[config.mk]
export PLATFORM = sky130hd
export DESIGN_NAME = vga_stream_gen
export DESIGN_NICKNAME = d
export VERILOG_FILES = /design/src/rtl/vga_stream_gen.sv
export SDC_FILE = /design/constraint.sdc
export NUM_CORES = 1
export LEC_CHECK = 0
export CAP_MARGIN = 5
export CELL_PAD_IN_SITES_DETAIL_PLACEMENT = 1
export CELL_PAD_IN_SITES_GLOBAL_PLACEMENT = 2
export CORE_MARGIN = 10
export CORE_UTILIZATION = 28
export CTS_CLUSTER_DIAMETER = 60
export CTS_CLUSTER_SIZE = 20
export DETAILED_ROUTE_END_ITERATION = 8
export GPL_TIMING_DRIVEN = 0
export HOLD_SLACK_MARGIN = 0.03
export PLACE_DENSITY_LB_ADDON = 0.1
export RECOVER_POWER = 25
export SLEW_MARGIN = 10
export SYNTH_ARGS = -nofsm -noshare
export SYNTH_HDL_FRONTEND = slang
export SYNTH_SLANG_ARGS = --single-unit
export TNS_END_PERCENT = 5
[constraint.sdc]
create_clock -name pixel_clk -period 3.6 [get_ports pixel_clk]
set_input_delay 1.08 -clock pixel_clk [delete_from_list [all_inputs] [get_ports pixel_clk]]
set_output_delay 1.08 -clock pixel_clk [all_outputs]
set_load 0.02 [all_outputs]
[src/rtl/vga_stream_gen.sv]
// ---------------------------------------------------------------------------
// vga_stream_gen
//
// VGA timing generator with built-in test patterns and a streamed-pixel
// mode. The horizontal and vertical counters run front porch, sync, back
// porch, then active video. Every VGA_* output, x_out, y_out and sof is
// registered, so the outputs lag the counters by one pixel clock.
//
// Ports
//   pixel_clk      in   pixel clock
//   pixel_rst      in   asynchronous active-high reset
//   mode      [1:0] in  0=grid, 1=colour bars, 2=checker, 3=stream
//   pix_data [23:0] in  streamed RGB888 pixel
//   pix_valid      in   pix_data holds a pixel
//   pix_ready      out  pixel consumed this cycle (combinational)
//   underflow_clr  in   clears the sticky underflow flag
//   VGA_CLK        out  copy of pixel_clk
//   VGA_HS/VGA_VS  out  horizontal/vertical sync (level set by HS_POL/VS_POL)
//   VGA_BLANK      out  1 during active video
//   VGA_RGB  [23:0] out pixel colour, 0 outside active video
//   x_out / y_out  out  active column/row, held outside active video
//   sof            out  one-cycle pulse with pixel (0,0)
//   underflow      out  sticky flag: stream was starved of a pixel
// ---------------------------------------------------------------------------
module vga_stream_gen #(
   parameter int HDISP  = 800,
   parameter int VDISP  = 480,
   parameter int HFP    = 40,
   parameter int HPULSE = 48,
   parameter int HBP    = 40,
   parameter int VFP    = 13,
   parameter int VPULSE = 3,
   parameter int VBP    = 29,
   parameter int HS_POL = 0,
   parameter int VS_POL = 0,
   parameter int GRID   = 16
) (
   input  logic                       pixel_clk,
   input  logic                       pixel_rst,
   input  logic [1:0]                 mode,
   input  logic [23:0]                pix_data,
   input  logic                       pix_valid,
   output logic                       pix_ready,
   input  logic                       underflow_clr,
   output logic                       VGA_CLK,
   output logic                       VGA_HS,
   output logic                       VGA_VS,
   output logic                       VGA_BLANK,
   output logic [23:0]                VGA_RGB,
   output logic [$clog2(HDISP)-1:0]   x_out,
   output logic [$clog2(VDISP)-1:0]   y_out,
   output logic                       sof,
   output logic                       underflow
);

   localparam int HTOTAL = HFP + HPULSE + HBP + HDISP;
   localparam int VTOTAL = VFP + VPULSE + VBP + VDISP;
   localparam int HSTART = HFP + HPULSE + HBP;
   localparam int VSTART = VFP + VPULSE + VBP;
   localparam int HCW    = $clog2(HTOTAL);
   localparam int VCW    = $clog2(VTOTAL);
   localparam int XW     = $clog2(HDISP);
   localparam int YW     = $clog2(VDISP);
   // Bars are HDISP/8 wide; guard keeps the divisor legal for tiny displays.
   localparam int BAR_W  = (HDISP >= 8) ? (HDISP / 8) : 1;

   localparam logic [HCW-1:0] H_LAST   = HCW'(HTOTAL - 1);
   localparam logic [HCW-1:0] H_SYNC_B = HCW'(HFP);
   localparam logic [HCW-1:0] H_SYNC_E = HCW'(HFP + HPULSE - 1);
   localparam logic [HCW-1:0] H_ACT    = HCW'(HSTART);
   localparam logic [VCW-1:0] V_LAST   = VCW'(VTOTAL - 1);
   localparam logic [VCW-1:0] V_SYNC_B = VCW'(VFP);
   localparam logic [VCW-1:0] V_SYNC_E = VCW'(VFP + VPULSE - 1);
   localparam logic [VCW-1:0] V_ACT    = VCW'(VSTART);

   localparam logic HS_ON = (HS_POL != 0);
   localparam logic VS_ON = (VS_POL != 0);

   localparam logic [1:0] MODE_STREAM = 2'd3;

   // Test-pattern colour for an active pixel (modes 0-2).
   function automatic logic [23:0] pattern_rgb(input logic [1:0] m,
                                               input int xi, input int yi);
      logic [23:0] rgb;
      rgb = 24'h000000;
      case (m)
         2'd0: begin
            if (((xi % GRID) == GRID - 1) || ((yi % GRID) == GRID - 1))
               rgb = 24'hFFFFFF;
         end
         2'd1: begin
            case (xi / BAR_W)
               0:       rgb = 24'hFFFFFF;
               1:       rgb = 24'hFFFF00;
               2:       rgb = 24'h00FFFF;
               3:       rgb = 24'h00FF00;
               4:       rgb = 24'hFF00FF;
               5:       rgb = 24'hFF0000;
               6:       rgb = 24'h0000FF;
               default: rgb = 24'h000000;  // bar 7 and the leftover columns
            endcase
         end
         2'd2: begin
            if ((((xi / GRID) + (yi / GRID)) % 2) == 1)
               rgb = 24'hFFFFFF;
         end
         default: rgb = 24'h000000;
      endcase
      return rgb;
   endfunction

   logic [HCW-1:0] hcnt_q, hcnt_d;
   logic [VCW-1:0] vcnt_q, vcnt_d;
   logic [1:0]     mode_q, mode_d;
   logic           hs_q, hs_d;
   logic           vs_q, vs_d;
   logic           blank_q, blank_d;
   logic [23:0]    rgb_q, rgb_d;
   logic [XW-1:0]  x_q, x_d;
   logic [YW-1:0]  y_q, y_d;
   logic           sof_q, sof_d;
   logic           uf_q, uf_d;

   logic           active_c;
   logic [XW-1:0]  x_c;
   logic [YW-1:0]  y_c;

   assign active_c  = (hcnt_q >= H_ACT) && (vcnt_q >= V_ACT);
   assign x_c       = XW'(hcnt_q - H_ACT);
   assign y_c       = YW'(vcnt_q - V_ACT);
   // Mode is only read through the register, so ready drops to 0 while reset
   // holds the counters at the origin (outside the active region).
   assign pix_ready = active_c && (mode_q == MODE_STREAM);

   always_comb begin
      hcnt_d  = hcnt_q;
      vcnt_d  = vcnt_q;
      mode_d  = mode_q;
      hs_d    = ~HS_ON;
      vs_d    = ~VS_ON;
      blank_d = active_c;
      rgb_d   = 24'h000000;
      x_d     = x_q;
      y_d     = y_q;
      sof_d   = 1'b0;
      uf_d    = uf_q;

      if (hcnt_q == H_LAST) begin
         hcnt_d = '0;
         vcnt_d = (vcnt_q == V_LAST) ? '0 : vcnt_q + VCW'(1);
      end else begin
         hcnt_d = hcnt_q + HCW'(1);
      end

      // Mode changes land only at the frame origin, so a frame never mixes patterns.
      if ((hcnt_q == '0) && (vcnt_q == '0))
         mode_d = mode;

      if ((hcnt_q >= H_SYNC_B) && (hcnt_q <= H_SYNC_E))
         hs_d = HS_ON;
      if ((vcnt_q >= V_SYNC_B) && (vcnt_q <= V_SYNC_E))
         vs_d = VS_ON;

      if (active_c) begin
         x_d   = x_c;
         y_d   = y_c;
         sof_d = (x_c == '0) && (y_c == '0);
         if (mode_q == MODE_STREAM)
            rgb_d = pix_valid ? pix_data : 24'h000000;
         else
            rgb_d = pattern_rgb(mode_q, int'(x_c), int'(y_c));
      end

      // A starved pixel is shown black and the timing keeps running; a new
      // starvation event outranks a simultaneous clear.
      if (pix_ready && !pix_valid)
         uf_d = 1'b1;
      else if (underflow_clr)
         uf_d = 1'b0;
   end

   // Counter / output register stage
   always_ff @(posedge pixel_clk or posedge pixel_rst) begin
      if (pixel_rst) begin
         hcnt_q  <= '0;
         vcnt_q  <= '0;
         mode_q  <= 2'd0;
         hs_q    <= ~HS_ON;
         vs_q    <= ~VS_ON;
         blank_q <= 1'b0;
         rgb_q   <= 24'h000000;
         x_q     <= '0;
         y_q     <= '0;
         sof_q   <= 1'b0;
         uf_q    <= 1'b0;
      end else begin
         hcnt_q  <= hcnt_d;
         vcnt_q  <= vcnt_d;
         mode_q  <= mode_d;
         hs_q    <= hs_d;
         vs_q    <= vs_d;
         blank_q <= blank_d;
         rgb_q   <= rgb_d;
         x_q     <= x_d;
         y_q     <= y_d;
         sof_q   <= sof_d;
         uf_q    <= uf_d;
      end
   end

   assign VGA_CLK   = pixel_clk;
   assign VGA_HS    = hs_q;
   assign VGA_VS    = vs_q;
   assign VGA_BLANK = blank_q;
   assign VGA_RGB   = rgb_q;
   assign x_out     = x_q;
   assign y_out     = y_q;
   assign sof       = sof_q;
   assign underflow = uf_q;

endmodule

; Word-level counts from Yosys, hierarchy flattened
; Cells that the tools add are included.
[op_classes]
n_eq_ne = 14
addsub = 5
div = 1
mux = 14
n_bitwise = 1
order_cmp = 6
n_reduce_logical = 16
[ops]
columns = operator, count
row1 = $pmux W24 S7, 1
row2 = $mux W24, 5
row3 = $eq A32 B3 Y1 const B, 3
row4 = $pmux W24 S3, 1
row5 = $eq A32 B2 Y1 const B, 2
row6 = $div A11 B8 Y32 const B, 1
row7 = $eq A32 B1 Y1 const B, 1
row8 = $logic_not A32 Y1, 1
row9 = $logic_not A10 Y1, 3
row10 = $add A10 B1 Y10 const B, 2
row11 = $eq A10 B10 Y1 const B, 2
row12 = $ge A10 B6 Y1 const B, 2
row13 = $mux W10, 2
row14 = $ge A10 B4 Y1 const B, 1
row15 = $ge A10 B8 Y1 const B, 1
row16 = $le A10 B4 Y1 const B, 1
row17 = $le A10 B7 Y1 const B, 1
row18 = $sub A10 B8 Y10 const B, 1
row19 = $logic_not A9 Y1, 1
row20 = $sub A9 B6 Y9 const B, 1
row21 = $eq A4 B1 Y1 const B, 2
row22 = $logic_and A1 B1 Y1, 7
row23 = $eq A2 B2 Y1 const B, 3
row24 = $mux W1, 5
row25 = other kinds (7), 7
[word_totals]
input_bits = 30
register_bits = 70
output_inout_bits = 50
wordCells = 68

; Longest topological paths before layout
[logic_depth]
ltp_word = 8
mapped_depth = 17
mapped_depth_nobuf = 14

==> flow_summary.toml <==
[run_status]
status = "finished clean"

[pwr]
seqPwrFrac = 0.400
peakVddDrop_mv = 0.2076
pwr-share-comb = 0.040
clkPwrFrac = 0.560
intPower_mw = 1.530
leakagePower_nw = 2.464
switchingPower_mw = 0.4438
swShare = 0.2249
powerDensity_nw_per_um2 = 338.2
finalPower_mw = 1.973

[clocking]
clock_latency_ns = 0.45
cts_hold_buf = 0
clkTransAtPathRegs_ns = 0.06
cts_tree = "yes"

[logic_synthesis]
ys.flop_type = "dfrtp_1"
async_flop_share = 1.000
synthTopCellsByArea = "dfrtp_1 43%, nand2_1 5.3%, nor2_1 4.6%, a21oi_1 4.5%, ha_1 4.1%"
ys_seq_area_frac = 0.4420
synth_top_cell_area_share = 0.4288
synth_edf_count = 0
synth_cell_types = 66
syn_nets = 482
netlist_top_cells_count = "68 x dfrtp_1, 56 x nand2_1, 49 x nor2_1, 36 x a21oi_1, 24 x o21ai_0"
avgSynthCellArea_um2 = 9.041
yosysWarningCount = 0
post-synth-top-area-cell = "dfrtp_1"
yosysMostFrequentCell = "dfrtp_1"
ys_ff_latch = 70
synthCells = 439
syn_area_um2 = 3969

[routing]
drt-total-wl_mm = 12.78
vias = 3593
met3_length_um = 700
drt_iter0_drc = 110
viasPerCell = 4.882
drc_errors = 0
final_antenna_net_count = 0
dr_wl_met2_mm = 5.684
met1_length_mm = 6.097
dr.pass1.iters = 4
wl_per_cell_um = 17.36
top_layer = "met4"

[worst_setup_path]
start_kind = "clock port"
cp_common_cell = "clkbuf_16"
crit_path_end_kind = "output pin"
cp_slowest_stage_delay_ns = 0.31
critical_path.cell_chain = "clkbuf_16 -> clkbuf_16 -> buf_4 -> dlygate4sd2_1"
crit_type = "clock port to output pin"
worstPathArrival_ns = 2.47
critPathMaxFanout = 2
crit_slowest_cell = "dlygate4sd2_1"
reg2reg_setup_slack_ns = 0.11
cp.required_ns = 2.52

[floorplanning]
core_area_um2 = 13880
io_pins = 80
die_w_um = 139.1
placementRows = 43
die_area_um2 = 19340
start_util = 0.2859
fp.dieH_um = 139.1

[timing]
relSlewSlack = 0.5954
fmax_mhz = 283.6
layout_min_cycle_time_ns = 3.549
finalCritPeriodShare = 0.9858
final.setup_skew_ns = 0.006618
fin_hold_ws_ns = 0.4779
maxSlewViolCount = 0
finalHoldViolations = 0
rsz0062_at_grt = "yes"
setup_viol = 0
worstMarginPinSlew_ns = 0.6014

[finish]
diodes = 0
syn2layout_area_growth_pct = 47.01
fill_cells = 1569
layout.nets = 594
drive_gt1_frac = 0.2050
layout.cells.non_filler = 736

[grt]
grt_start_max_net_pins = 46
grt_antenna_before_repair = 0
grt_pass1_wl_mm = 20.56
grt_pass1_vias = 3744
track_usage = 0.1310
gr-total-overflow = 0

[flow_run]
drv_cap = 0

[placement]
place_inst = 698
io_buffers = 78
place_congestion = 0.7520
dpl.hpwl_mm = 9.335

[hold_path]
min_path_type = "register to register"
==> final timing paths <==
check / cells after the start / startpoint / endpoint
max in group asynchronous: 3 / pixel_rst / VGA_HS
worst min register to register: 2 / x_out[4] / x_out[4]
worst max-delay path: 4 / pixel_clk / VGA_CLK
worst min-delay path: 2 / x_out[4] / x_out[4]
min in group asynchronous: 2 / pixel_rst / VGA_RGB[22]
worst max register to register: 17 / hcnt_q[7] / VGA_RGB[6]
==> power groups by stage <==
stage               logic, mW  registers [mW]  clock network [mW]
global route           0.0876           0.790                1.18
floorplan              0.0294           0.803              0.0325
detailed placement     0.0759           0.805              0.0527
finish                 0.0788           0.790                1.10
global placement       0.0721           0.804              0.0527
CTS                    0.0797           0.790                1.14
==> area by class of cell <==
type                    instances  area (µm²)  area share
plain buffers                  28       168.9     0.02895
inverters                      17       72.57     0.01244
multi-input cells             324        2277      0.3903
well taps                     180       225.2     0.03860
clock inverters                 7       72.57     0.01244
flip-flops and latches         70        1758      0.3013
repair buffers                 97       950.9      0.1630
clock buffers                  13       309.0     0.05297
==> critical path: cells and delay by family <==
kind	cells	cell delay (ns)
buf+inv	4	0.67
==> cells in the final DEF (no fill, tap or decap), types with 5 or more instances in the layout <==
cell type         n
clkdlybuf4s50_1  76
xor2_1           10
xnor2_1          14
inv_1            13
clkbuf_1         16
nor2_1           48
dfrtp_1          65
nand3_1           8
buf_4            22
ha_1             10
clkbuf_16        12
or3_1             5
nor3_1            9
nor4_1            5
nor3_2            7
nand2_1          55
mux2_2            5
a21oi_1          34
o21ai_0          23
==> what timing repair did <==
| item | in CTS | in global routing |
|---|---|---|
| buffers inserted | 5 | 14 |
| setup endpoints to repair | 18 | 17 |
| pin swaps | 6 | 11 |
| resized for setup | 29 | 38 |
==> registers in the layout, summed over array words and instances (netlist names), 2 cells and up <==
| name | cells |
|---|---|
| VGA_RGB | 24 |
| hcnt_q | 10 |
| vcnt_q | 10 |
| x_out | 10 |
| y_out | 9 |
| mode_q | 2 |
==> cells by family after synthesis <==
logic type,synth area share
buffers and inverters,0.04949
adders and majority gates,0.04351
muxes,0.02175
AOI/OAI and AO/OA,0.1762
and+or+nand+nor,0.2056
xor gates and xnor gates,0.06147
DFF,0.4420
==> through the flow <==
step	util	setup WS (ns)	area, µm²	TNS [ns]
floorplan	-	0.1370	3969	0
global placement	0.3584	-0.7628	4975	-54.26
detailed placement	0.3606	-0.7777	5005	-10.62
CTS	0.3990	-0.1462	5538	-1.136
global route	0.4203	-0.07200	5834	-0.4606
finish	0.4203	0.05103	5834	0
==> layer usage <==
metal,global-route usage,vias up
met4,0.05382,0
met5,0,-
met3,0.04144,24
li1,-,1754
met1,0.1668,1724
met2,0.1999,91
Note: power is estimated with default switching activity, not from simulation.
==> variant: new RTL, same flow settings <==
Change the parameter `GRID` from 16 to 12.
--- a/src/rtl/vga_stream_gen.sv
+++ b/src/rtl/vga_stream_gen.sv
@@ -33,7 +33,7 @@
    parameter int VBP    = 29,
    parameter int HS_POL = 0,
    parameter int VS_POL = 0,
-   parameter int GRID   = 16
+   parameter int GRID   = 12
 ) (
    input  logic                       pixel_clk,
    input  logic                       pixel_rst,
Formal check against the unedited RTL: same outputs for any inputs over 10 cycles, from zero or initial values and one cycle with pixel_rst high; that may be too few to reach the edited logic, so the function may still have changed.
==> variant against the original RTL <==
The flow now finishes with violations (negative setup slack). Design area grew 31%. Setup slack lost 0.81 ns. Synthesized area grew 32%. Critical path depth grew 16. Sequential cell count is the same. Wire length grew 69%. Total power grew 7.6%. Via count grew 54%. Critical endpoint is now VGA_RGB[10]$_DFF_PP0_. Largest cell class unchanged. Highest routed layer unchanged.
==> variant: results (changes against the original RTL) <==
| Metric | Value |
|---|---|
| Postcts setup bufs | 25 (was 5) |
| Detailed placement HPWL | 15.5 mm (was 9.33 mm) |
| DRT Pass-1 Iters | 5 (was 4) |
| Top cells by area, synth | dfrtp_1, nand2_1, nor2_1, ha_1, a21oi_1 (was dfrtp_1, nand2_1, nor2_1, a21oi_1, ha_1) |
| Clk_skew | 0.00798 ns (was 0.00662 ns) |
| Seq/Total Area, Yosys | 33.4% (was 44.2%) |
| FF-to-FF End | VGA_RGB[10]$_DFF_PP0_ (was VGA_RGB[6]$_DFF_PP0_) |
| Final setup violation count | 24 (was 0) |
| Reg-to-Reg Start | vcnt_q[0]$_DFFE_PP0N_ (was hcnt_q[7]$_DFF_PP0_) |
| Syn Nets | 680 (was 482) |
| Family with the most delay on the worst path | compound AO/OA/AOI/OAI gates (was buffers and inverters) |
| Commonest cells post-synth | dfrtp_1, nand2_1, nor2_1 (unchanged) |
| DR vias/cell | 5.49 (was 4.88) |
| Outcome | finished, violations left (was finished, final reports clean) |
| Lkg Pwr | 3.16 nW (was 2.46 nW) |
| Failing checks | negative setup slack |
| Setup WS post-layout | -0.758 ns (was 0.0510 ns) |
| # resized after CTS | 45 (was 29) |
| Count of different cell masters after synthesis | 88 (was 66) |
| Final wirelength | 21.6 mm (was 12.8 mm) |
| Max-slew headroom | 14.2% (was 59.5%) |
| Mux cell area share after synthesis | 1.38% (was 2.18%) |
| CP max-delay cell | a2111oi_2 (was dlygate4sd2_1) |
| Synth Area in XOR/XNOR | 5.83% (was 6.15%) |
| Worst vdd ir | 200 µV (was 208 µV) |
| Synth Area in Adders | 3.76% (was 4.35%) |
| Number of global-route vias before repair | 5,769 (was 3,744) |
| Complex-gate fraction of the synthesized area | 25.8% (was 17.6%) |
| Hold Slack | 0.480 ns (was 0.478 ns) |
| CP Data Arrival Time | 4.70 ns (was 2.47 ns) |
| 1st-iter DRT viols | 287 (was 110) |
| Share of cells above drive strength 1 | 24.5% (was 20.5%) |
| Worst reg2reg path depth | 20 (was 17) |
| Startpoint types | register (was clock port) |
| Switching power | 0.000493 W (was 0.000444 W) |
| Largest net degree at the start of global routing | 49 (was 46) |
variant: power groups by stage:
stage / sequential, W / combinational [W] / clock, W
2_1_floorplan: 0.000804 / 0.0000333 / 0.0000325
3_3_place_gp: 0.000805 / 0.0000756 / 0.0000527
3_5_place_dp: 0.000804 / 0.0000821 / 0.0000527
4_1_cts: 0.000790 / 0.0000910 / 0.00126
5_1_grt: 0.000790 / 0.000102 / 0.00130
6_report: 0.000790 / 0.0000931 / 0.00124
variant: area by class of cell:
class / instances / area (µm²)
flip-flops and latches: 70 / 1760
plain buffers: 46 / 294
inverters: 26 / 114
fillers: 2099 / 10900
clock buffers: 14 / 322
repair buffers: 119 / 1110
multi-input cells: 492 / 3670
well taps: 234 / 293
clock inverters: 6 / 93.8
variant: routing by layer:
metal  share of wire (%)  wire (µm)  GRT usage [%]
met5                   0          0              0
met4                 1.0        218           4.19
met3                 2.0        433           2.62
met2                  53      11400           29.9
met1                  44       9530           21.5
variant: logic make-up (layout without fill, tap and decap cells):
logic type / Yosys count / after routing
AOI/OAI and AO/OA: 185 / 185
xor gates and xnor gates: 32 / 32
adders and majority gates: 16 / 16
buffers and inverters: 73 / 211
DFF: 70 / 70
muxes: 7 / 7
and+or+nand+nor: 252 / 252
variant: worst min-delay path: stages (launching register included):
cell and delay [ns]:
dfrtp_1 0.34, nand2_1 0.05, o21ai_0 0.06
variant: metrics by stage:
stage          setup TNS, ns  utilization (%)  cell area [µm²]  instances  setup WS [ns]
2_1_floorplan          -9.19                -             5410        635         -0.403
3_3_place_gp          -71.21             34.9             6480        947          -1.18
3_5_place_dp          -28.03             35.0             6510        948          -1.20
4_1_cts               -16.64             39.2             7280        994         -0.681
5_1_grt               -21.19             41.2             7650       1007         -0.897
6_report              -17.65             41.2             7650       1007         -0.758
